### config.mk
export PLATFORM = sky130hd
export DESIGN_NAME = genius_ctrl_flat
export DESIGN_NICKNAME = d
export VERILOG_FILES = /design/src/rtl/genius_ctrl_if.sv /design/src/rtl/genius_ctrl.sv /design/src/flat_wrapper.sv
export SDC_FILE = /design/constraint.sdc
export NUM_CORES = 1
export LEC_CHECK = 0
export ABC_AREA = 1
export ABC_CLOCK_PERIOD_IN_PS = 2200
export CAP_MARGIN = 20
export CORE_ASPECT_RATIO = 1.2
export CORE_MARGIN = 2
export CORE_UTILIZATION = 55
export CTS_CLUSTER_SIZE = 24
export DETAILED_ROUTE_END_ITERATION = 6
export PLACE_DENSITY = 0.78
export SKIP_CTS_REPAIR_TIMING = 1
export SLEW_MARGIN = 10
export SYNTH_ARGS = -nofsm -noshare
export SYNTH_HDL_FRONTEND = slang
export SYNTH_SLANG_ARGS = --single-unit
### constraint.sdc
create_clock -name clock -period 2.2 [get_ports clock]
set_input_delay 0.33 -clock clock [delete_from_list [all_inputs] [get_ports clock]]
set_output_delay 0.33 -clock clock [all_outputs]
set_load 0.05 [all_outputs]
### src/rtl/genius_ctrl_if.sv
// Handshake bundle between the Genius game controller and its environment.
// Carries start/btn/rom_data towards the controller and rom_addr/led/status back.
interface genius_ctrl_if;
    logic       start;
    logic [3:0] btn;
    logic [3:0] rom_data;
    logic [3:0] rom_addr;
    logic [3:0] led;
    logic [4:0] round;
    logic       busy;
    logic       win;
    logic       lose;

    modport master (
        output start, btn, rom_data,
        input  rom_addr, led, round, busy, win, lose
    );

    modport slave (
        input  start, btn, rom_data,
        output rom_addr, led, round, busy, win, lose
    );
endinterface

### src/rtl/genius_ctrl.sv
// Genius/Simon memory game controller: shows a growing colour sequence from a
// 16x4 ROM, then checks the player's one-hot presses against it.
// Ports: clock, reset (sync, active-low), bus (slave side of genius_ctrl_if).
module genius_ctrl #(
    parameter int SHOW_CYCLES    = 4,
    parameter int GAP_CYCLES     = 2,
    parameter int TIMEOUT_CYCLES = 20
) (
    input  logic          clock,
    input  logic          reset,
    genius_ctrl_if.slave  bus
);
    localparam logic [15:0] SHOW_LD = 16'(SHOW_CYCLES);
    localparam logic [15:0] GAP_LD  = 16'(GAP_CYCLES);
    localparam logic [15:0] TO_LD   = 16'(TIMEOUT_CYCLES);

    typedef enum logic [2:0] {
        IDLE, SHOW_ON, SHOW_OFF, WAIT_IN, WIN, LOSE
    } state_t;

    state_t      state, state_n;
    logic [3:0]  idx, idx_n;
    logic [4:0]  round, round_n;
    logic [15:0] cnt, cnt_n;
    // Set when the gap follows a completed round: the replay must start
    // at index 0 instead of advancing idx.
    logic        replay, replay_n;
    logic        last;

    assign last = ({1'b0, idx} == (round - 5'd1));

    always_ff @(posedge clock) begin
        if (!reset) begin
            state  <= IDLE;
            idx    <= 4'd0;
            round  <= 5'd0;
            cnt    <= 16'd0;
            replay <= 1'b0;
        end else begin
            state  <= state_n;
            idx    <= idx_n;
            round  <= round_n;
            cnt    <= cnt_n;
            replay <= replay_n;
        end
    end

    always_comb begin
        state_n  = state;
        idx_n    = idx;
        round_n  = round;
        cnt_n    = cnt;
        replay_n = replay;
        case (state)
            SHOW_ON: begin
                if (cnt == 16'd1) begin
                    state_n = SHOW_OFF;
                    cnt_n   = GAP_LD;
                end else begin
                    cnt_n = cnt - 16'd1;
                end
            end
            SHOW_OFF: begin
                if (cnt != 16'd1) begin
                    cnt_n = cnt - 16'd1;
                end else if (replay) begin
                    replay_n = 1'b0;
                    state_n  = SHOW_ON;
                    cnt_n    = SHOW_LD;
                end else if (!last) begin
                    idx_n   = idx + 4'd1;
                    state_n = SHOW_ON;
                    cnt_n   = SHOW_LD;
                end else begin
                    idx_n   = 4'd0;
                    state_n = WAIT_IN;
                    cnt_n   = TO_LD;
                end
            end
            WAIT_IN: begin
                if (bus.btn != 4'd0) begin
                    if (bus.btn == bus.rom_data) begin
                        cnt_n = TO_LD;
                        if (!last) begin
                            idx_n = idx + 4'd1;
                        end else if (round < 5'd16) begin
                            round_n  = round + 5'd1;
                            idx_n    = 4'd0;
                            state_n  = SHOW_OFF;
                            cnt_n    = GAP_LD;
                            replay_n = 1'b1;
                        end else begin
                            state_n = WIN;
                        end
                    end else begin
                        state_n = LOSE;
                    end
                end else if (cnt == 16'd1) begin
                    state_n = LOSE;
                end else begin
                    cnt_n = cnt - 16'd1;
                end
            end
            default: begin
                if (bus.start) begin
                    state_n  = SHOW_ON;
                    round_n  = 5'd1;
                    idx_n    = 4'd0;
                    cnt_n    = SHOW_LD;
                    replay_n = 1'b0;
                end
            end
        endcase
    end

    assign bus.rom_addr = idx;
    assign bus.led      = (state == SHOW_ON) ? bus.rom_data : 4'd0;
    assign bus.round    = round;
    assign bus.busy     = (state == SHOW_ON) || (state == SHOW_OFF) ||
                          (state == WAIT_IN);
    assign bus.win      = (state == WIN);
    assign bus.lose     = (state == LOSE);
endmodule
### src/flat_wrapper.sv
// flat-port wrapper written by rule: the top's interface ports become plain ports
module genius_ctrl_flat 
#(
    parameter int SHOW_CYCLES    = 4,
    parameter int GAP_CYCLES     = 2,
    parameter int TIMEOUT_CYCLES = 20
)
  (clock, reset, bus_start, bus_btn, bus_rom_data, bus_rom_addr, bus_led, bus_round, bus_busy, bus_win, bus_lose);
  genius_ctrl_if bus_i ();
  input  logic clock;
  input  logic reset;
  input wire logic [$bits(bus_i.start)-1:0] bus_start;
  input wire logic [$bits(bus_i.btn)-1:0] bus_btn;
  input wire logic [$bits(bus_i.rom_data)-1:0] bus_rom_data;
  output wire logic [$bits(bus_i.rom_addr)-1:0] bus_rom_addr;
  output wire logic [$bits(bus_i.led)-1:0] bus_led;
  output wire logic [$bits(bus_i.round)-1:0] bus_round;
  output wire logic [$bits(bus_i.busy)-1:0] bus_busy;
  output wire logic [$bits(bus_i.win)-1:0] bus_win;
  output wire logic [$bits(bus_i.lose)-1:0] bus_lose;
  assign bus_i.start = bus_start;
  assign bus_i.btn = bus_btn;
  assign bus_i.rom_data = bus_rom_data;
  assign bus_rom_addr = bus_i.rom_addr;
  assign bus_led = bus_i.led;
  assign bus_round = bus_i.round;
  assign bus_busy = bus_i.busy;
  assign bus_win = bus_i.win;
  assign bus_lose = bus_i.lose;
  genius_ctrl #(.SHOW_CYCLES(SHOW_CYCLES), .GAP_CYCLES(GAP_CYCLES), .TIMEOUT_CYCLES(TIMEOUT_CYCLES)) u_core (.clock(clock), .reset(reset), .bus(bus_i));
endmodule
Word-level counts from Yosys, hierarchy flattened
Index checks and enable logic that the tools add are counted.

$add $sub $neg: 4. Bitwise operators: 2. Div/mod/pow operators: 0. Reductions and logical operators: 12. Multiply operators: 0. Magnitude comparators: 1. Equality and inequality tests: 21. Mux-type cells: 45. Shift-type cells: 0.

Operators with widths (number): 16-bit two-way mux (8); 16-bit case mux with 3 select lines (1); 4-bit two-way mux (9); 5-bit two-way mux (7); 3-bit two-way mux (9); 16-bit by 1-bit equality test with 1-bit output, second input constant (1); 16-bit by 1-bit inequality test with 1-bit output, second input constant (1); 16-bit by 1-bit subtractor with 16-bit output, second input constant (1); 7-bit AND reduction (2); 4-bit case mux with 3 select lines (1); 2-bit by 1-bit inequality test with 1-bit output, second input constant (5); 5-bit case mux with 2 select lines (1); 3-bit inequality test, second input constant (3); 3-bit case mux with 3 select lines (1); 4-bit nonzero test (2); 3-bit by 2-bit equality test with 1-bit output, second input constant (2); 3-bit equality test, second input constant (2); 1-bit two-way mux (6); 6-bit AND reduction (1); 5-bit by 1-bit adder with 5-bit output, second input constant (1); 4-bit by 5-bit equality test with 1-bit output (1); 5-bit less-than comparator, second input constant (1); 5-bit AND reduction (1); 5-bit by 1-bit subtractor with 5-bit output, second input constant (1); other kinds (14) (17).

Output and inout bits: 16. Memories: 0. Bits in registers: 29. ROM bits: 0. RAM bits: 0. Bits in latches: 0. Logic and storage cells: 90. Input port bits: 11.

Depth between registers and ports, before layout
Depth after elaboration: 6. Gate-level depth with buffers: 15. Gate-level depth less buffers: 15.

Least setup slack after synthesis
No wires, ideal clock.

Path kind: reg2reg. Start: reg u_core.round[0] (netlist: u_core.bus.round[0]). End: reg u_core.idx[1] (netlist: u_core.bus.rom_addr[1]). Path slack: 45 ps. Arrival time: 2042 ps. Cell stages (with the launch flop): 16. Library setup time: 113 ps. Clock period less this slack: 2155 ps. Path through: dfxtp_1 -> inv_2 -> ha_1 -> inv_1 -> nand2_1 -> nand2_1 -> nor2_1 -> nand2_1 -> nor2_4 -> nand2_4 -> inv_2 -> nand3_4 -> nand2_4 -> nand2_1 -> o21ai_1 -> nor2_1.

Word-level cells in the longest chain between the ends: 6. Elaborated cells on any way between the ends: 12. Classes of those cells: add/sub: 1; order compare: 1; eq/ne: 2; mux: 7; reduce/logical: 1.

Ends and longest elaborated chain: start, declared (RTL line genius_ctrl.sv:23) `logic [4:0] round, round_n;`; start signal, assigned (RTL line genius_ctrl.sv:42) `round <= round_n;`; 5-bit by 1-bit subtractor with 5-bit output (RTL line genius_ctrl.sv:30) `assign last = ({1'b0, idx} == (round - 5'd1));`; 4-bit by 5-bit equality test with 1-bit output (RTL line genius_ctrl.sv:30); 4-bit two-way mux (on tied branches) (RTL line genius_ctrl.sv:84, genius_ctrl.sv:70); 4-bit two-way mux (on tied branches) (RTL line genius_ctrl.sv:82, genius_ctrl.sv:66); 4-bit two-way mux (on tied branches) (RTL line genius_ctrl.sv:81, genius_ctrl.sv:64); 4-bit case mux with 3 select lines (RTL line genius_ctrl.sv:54) `case (state)`; end signal, assigned (RTL line genius_ctrl.sv:41) `idx <= idx_n;`; end, declared (RTL line genius_ctrl.sv:22) `logic [3:0] idx, idx_n;`.

Parallel ways exist; a longest one is shown, timed or not. The select of a mux whose other input is x is not followed. A chain may end at the register's enable or synchronous reset.

Worst setup path in the final report
Start: reg u_core.round[0] (netlist: u_core.bus.round[0]). End: reg u_core.state[1].

Word-level cells in the longest chain between the ends: 6. Elaborated cells on any way between the ends: 13. Classes of those cells: add/sub: 1; order compare: 1; eq/ne: 2; mux: 8; reduce/logical: 1.

Ends and longest elaborated chain: 5-bit by 1-bit subtractor with 5-bit output or 5-bit less-than comparator (tied branches) (RTL line genius_ctrl.sv:30, genius_ctrl.sv:86); 4-bit by 5-bit equality test with 1-bit output or 3-bit two-way mux (tied branches) (RTL line genius_ctrl.sv:30, genius_ctrl.sv:86); 2-bit two-way mux or 3-bit two-way mux (tied branches) (RTL line genius_ctrl.sv:70, genius_ctrl.sv:84); 3-bit two-way mux (on tied branches) (RTL line genius_ctrl.sv:66, genius_ctrl.sv:82); 3-bit two-way mux (on tied branches) (RTL line genius_ctrl.sv:64, genius_ctrl.sv:81); 3-bit case mux with 3 select lines (RTL line genius_ctrl.sv:54); end signal, assigned (RTL line genius_ctrl.sv:40) `state <= state_n;`; end, declared (RTL line genius_ctrl.sv:21) `state_t state, state_n;`.

Parallel ways exist; a longest one is shown, timed or not. The select of a mux whose other input is x is not followed.

==> results.txt <==
First-pass GRT wire length: 9690 um
Routed length per instance: 12.3 um
Crit path required time: 2.38 ns
Port Buf Inserts: 26
Final antenna-violating net count: 0
Final hold violation count: 0
DRT iter0 DRCs: 76
Post-Syn Nets: 389
Ports: 27
Sw Share: 53.8%
Worst Setup End Kind: register
Vias in the first global route: 2276
ANT cells: 0
Syn Area/Cell: 6.50 um2
Yosys reg bits: 29
Syn Inst Count: 373
Fillers: 389
Worst setup path category: reg2reg
H-tree depth: 2
Multi-input gate area: 1590 um2
Synth Area in Compound Gates: 9.65%
Sequential area share after synthesis: 23.9%
Die area: 4960 um2
CTS Buffer Depth: 2
Max incr delay on CP: 0.45 ns
Largest net degree at the start of global routing: 15
Chip Width: 64.6 um
Slew @ Worst Pin: 0.497 ns
Ys Warns: 0
Final period utilization: 93.0%
Final WL: 5720 um
Clock Power Share: 11.3%
Initial core utilization: 56.9%
RSZ-0062 raised after global routing: false
Hold Crit Class: reg2reg
CP Buf/Inv Count: 2
Register area: 581 um2
Clock sink total: 29
Floorplan core area: 4260 um2
P_leak: 1.36 nW
Detail Placement HPWL: 4520 um
Layout area overhead: 19.5%
Flop pwr share: 21.8%
Share of layout cells above drive strength 1: 21.4%
Initial antenna violation count: 0
Final setup fails: 0
Final Max Slew Viols: 0
Max cap viols: 0
Floorplan die height: 76.7 um
Total power: 4.39 mW
Simple-Gate Fraction of Synth Area: 49.5%
Most frequent CP cell: nand2_1
DP Cell Count: 455
Detailed-route vias per instance: 5.32
Hold Slack: 0.458 ns
Status: completed
Max IR drop VDD: 0.985 mV
Via count: 2462
Synth Area in XOR/XNOR: 3.97%
CTS root buffer: clkbuf_8
Fin Setup TNS: 0 ns
Slowest CP cell: dfxtp_1
DR DRC count: 0
Fmax: 489 MHz
CP max FO: 6
Critical path data arrival time: 2.22 ns
Rel. slew slack: 66.6%
Yosys cell types: 35
Row count: 26
Cell Chain, Critical Path: inv_2, ha_1, inv_1, nand2_1, nand2_1, nor2_1, nand2_1, nor2_4, nand2_4, nand3_1, nand2_1, nor3_1, nor2_1
CTS clk-pin slew, worst paths: 0.06 ns
Switching Power: 2.36 mW
Worst-Skew Late Latency: 0.29 ns
Worst setup SP type: register
Crit-path leading delay family: simple AND/OR/NAND/NOR gates
Int Pwr: 2.03 mW
TritonCTS Buffers: 5
Post-synthesis mux area share: 0%
Skew final: 0.00610 ns
Nets: 422
PwrDens: 1520 nW/um2
Routability congestion estimate: 0.959
Adder-cell share of the synthesized area: 2.58%
First drt pass iteration count: 4
Worst reg-to-reg setup slack: 0.15 ns
Part of the power in combinational logic: 66.9%
Gr usage total: 24.4%
Final Non-Filler Cells: 463
Post-Syn Area: 2420 um2
Combinational family with the most area after synthesis: simple AND/OR/NAND/NOR gates
CTS tree: built
Gr ovfl total: 0
Min cycle time layout: 2.05 ns
-- path summary, 6_finish.rpt --
path / endpoint / cells past startpoint / start
worst min-delay path: u_core.cnt[14] / 2 / u_core.cnt[14]
worst min register to register: u_core.cnt[14] / 2 / u_core.cnt[14]
worst max-delay path: u_core.state[1] / 13 / u_core.bus.round[0]
worst max register to register: u_core.state[1] / 13 / u_core.bus.round[0]
-- routing by layer --
metal  share of wire (%)  GRT usage (%)
met1                  40           26.4
met2                  54           46.8
met3                 3.1           3.67
met4                 2.0           8.94
met5                   0              0
-- worst min-delay path: cells and delay by family, from the launching register on --
family         cells  cell delay [ns]
AO/OA/AOI/OAI      2             0.10
flip-flops         1             0.32
-- power groups by stage --
| stage | clock network [mW] | logic, mW | registers (mW) |
|---|---|---|---|
| after floorplan | 0 | 2.21 | 1.02 |
| after global placement | 0 | 2.89 | 0.960 |
| after detailed placement | 0 | 2.91 | 0.966 |
| after CTS | 0.506 | 2.93 | 0.956 |
| after global routing | 0.523 | 3.31 | 0.986 |
| final | 0.496 | 2.94 | 0.959 |
-- per-stage QoR --
stage               cell area, um2  setup WS [ns]  util [%]
detailed placement            2790          0.134      65.5
finish                        2900          0.155      68.0
global placement              2790          0.138      65.5
CTS                           2890         0.0677      67.9
global route                  2900        0.00283      68.0
floorplan                     2420         0.0447         -
-- cell type report --
type,instances,share of cell area [%]
well taps,56,2.42
multi-input cells,283,55.0
clock buffers,7,3.32
flip-flops and latches,29,20.0
repair buffers,30,11.5
inverters,57,7.56
clock inverters,1,0.173
-- placed cells by master, fill, tap and decap left out, drive strengths merged --
cell type / Yosys / layout
nand3b: 2 / 2
o21bai: 1 / 1
dfxtp: 29 / 29
dlymetal6s2s: 0 / 2
clkinv: 0 / 1
nand4: 14 / 14
and3: 2 / 2
nor3: 10 / 10
nor3b: 1 / 1
inv: 57 / 57
nor4: 2 / 2
nor2: 58 / 58
clkdlybuf4s50: 0 / 19
xor2: 5 / 5
ha: 5 / 5
nand2: 100 / 100
o21ai: 12 / 12
a21oi: 25 / 25
and2: 2 / 2
or2: 1 / 1
clkbuf: 1 / 7
xnor2: 6 / 6
nand3: 37 / 37
buf: 3 / 9
-- logic make-up after synthesis --
logic type / after synthesis
and+or+nand+nor: 229
adders and majority gates: 5
DFF: 29
xor gates and xnor gates: 11
buffers and inverters: 61
AOI/OAI and AO/OA: 38
-- state kept, by name, summed over array words and instances (netlist names) --
| name | cells |
|---|---|
| u_core.replay | 1 |
| u_core.cnt | 16 |
| u_core.bus.round | 5 |
| u_core.bus.rom_addr | 4 |
| u_core.state | 3 |
-- synthesized netlist by cell type --
| library cell | instances | area, um2 |
|---|---|---|
| a21oi_1 | 16 | 80.1 |
| a21oi_2 | 9 | 78.8 |
| and2_1 | 2 | 12.5 |
| and3_1 | 2 | 12.5 |
| buf_2 | 1 | 5.00 |
| buf_6 | 2 | 22.5 |
| clkbuf_1 | 1 | 3.75 |
| dfxtp_1 | 29 | 581 |
| ha_1 | 5 | 62.6 |
| inv_1 | 41 | 154 |
| inv_2 | 14 | 52.6 |
| inv_4 | 2 | 12.5 |
| nand2_1 | 78 | 293 |
| nand2_2 | 17 | 106 |
| nand2_4 | 5 | 56.3 |
| nand3_1 | 30 | 150 |
| nand3_2 | 3 | 30.0 |
| nand3_4 | 4 | 70.1 |
| nand3b_1 | 2 | 15.0 |
| nand4_1 | 14 | 87.6 |
| nor2_1 | 46 | 173 |
| nor2_2 | 7 | 43.8 |
| nor2_4 | 4 | 45.0 |
| nor2_8 | 1 | 20.0 |
| nor3_1 | 9 | 45.0 |
| nor3_2 | 1 | 10.0 |
| nor3b_2 | 1 | 12.5 |
| nor4_1 | 2 | 12.5 |
| o21ai_0 | 8 | 40.0 |
| o21ai_1 | 2 | 10.0 |
| o21ai_2 | 2 | 17.5 |
| o21bai_1 | 1 | 7.51 |
| or2_1 | 1 | 6.26 |
| xnor2_1 | 6 | 52.6 |
| xor2_1 | 5 | 43.8 |
Power figures use the tool's default switching activity.
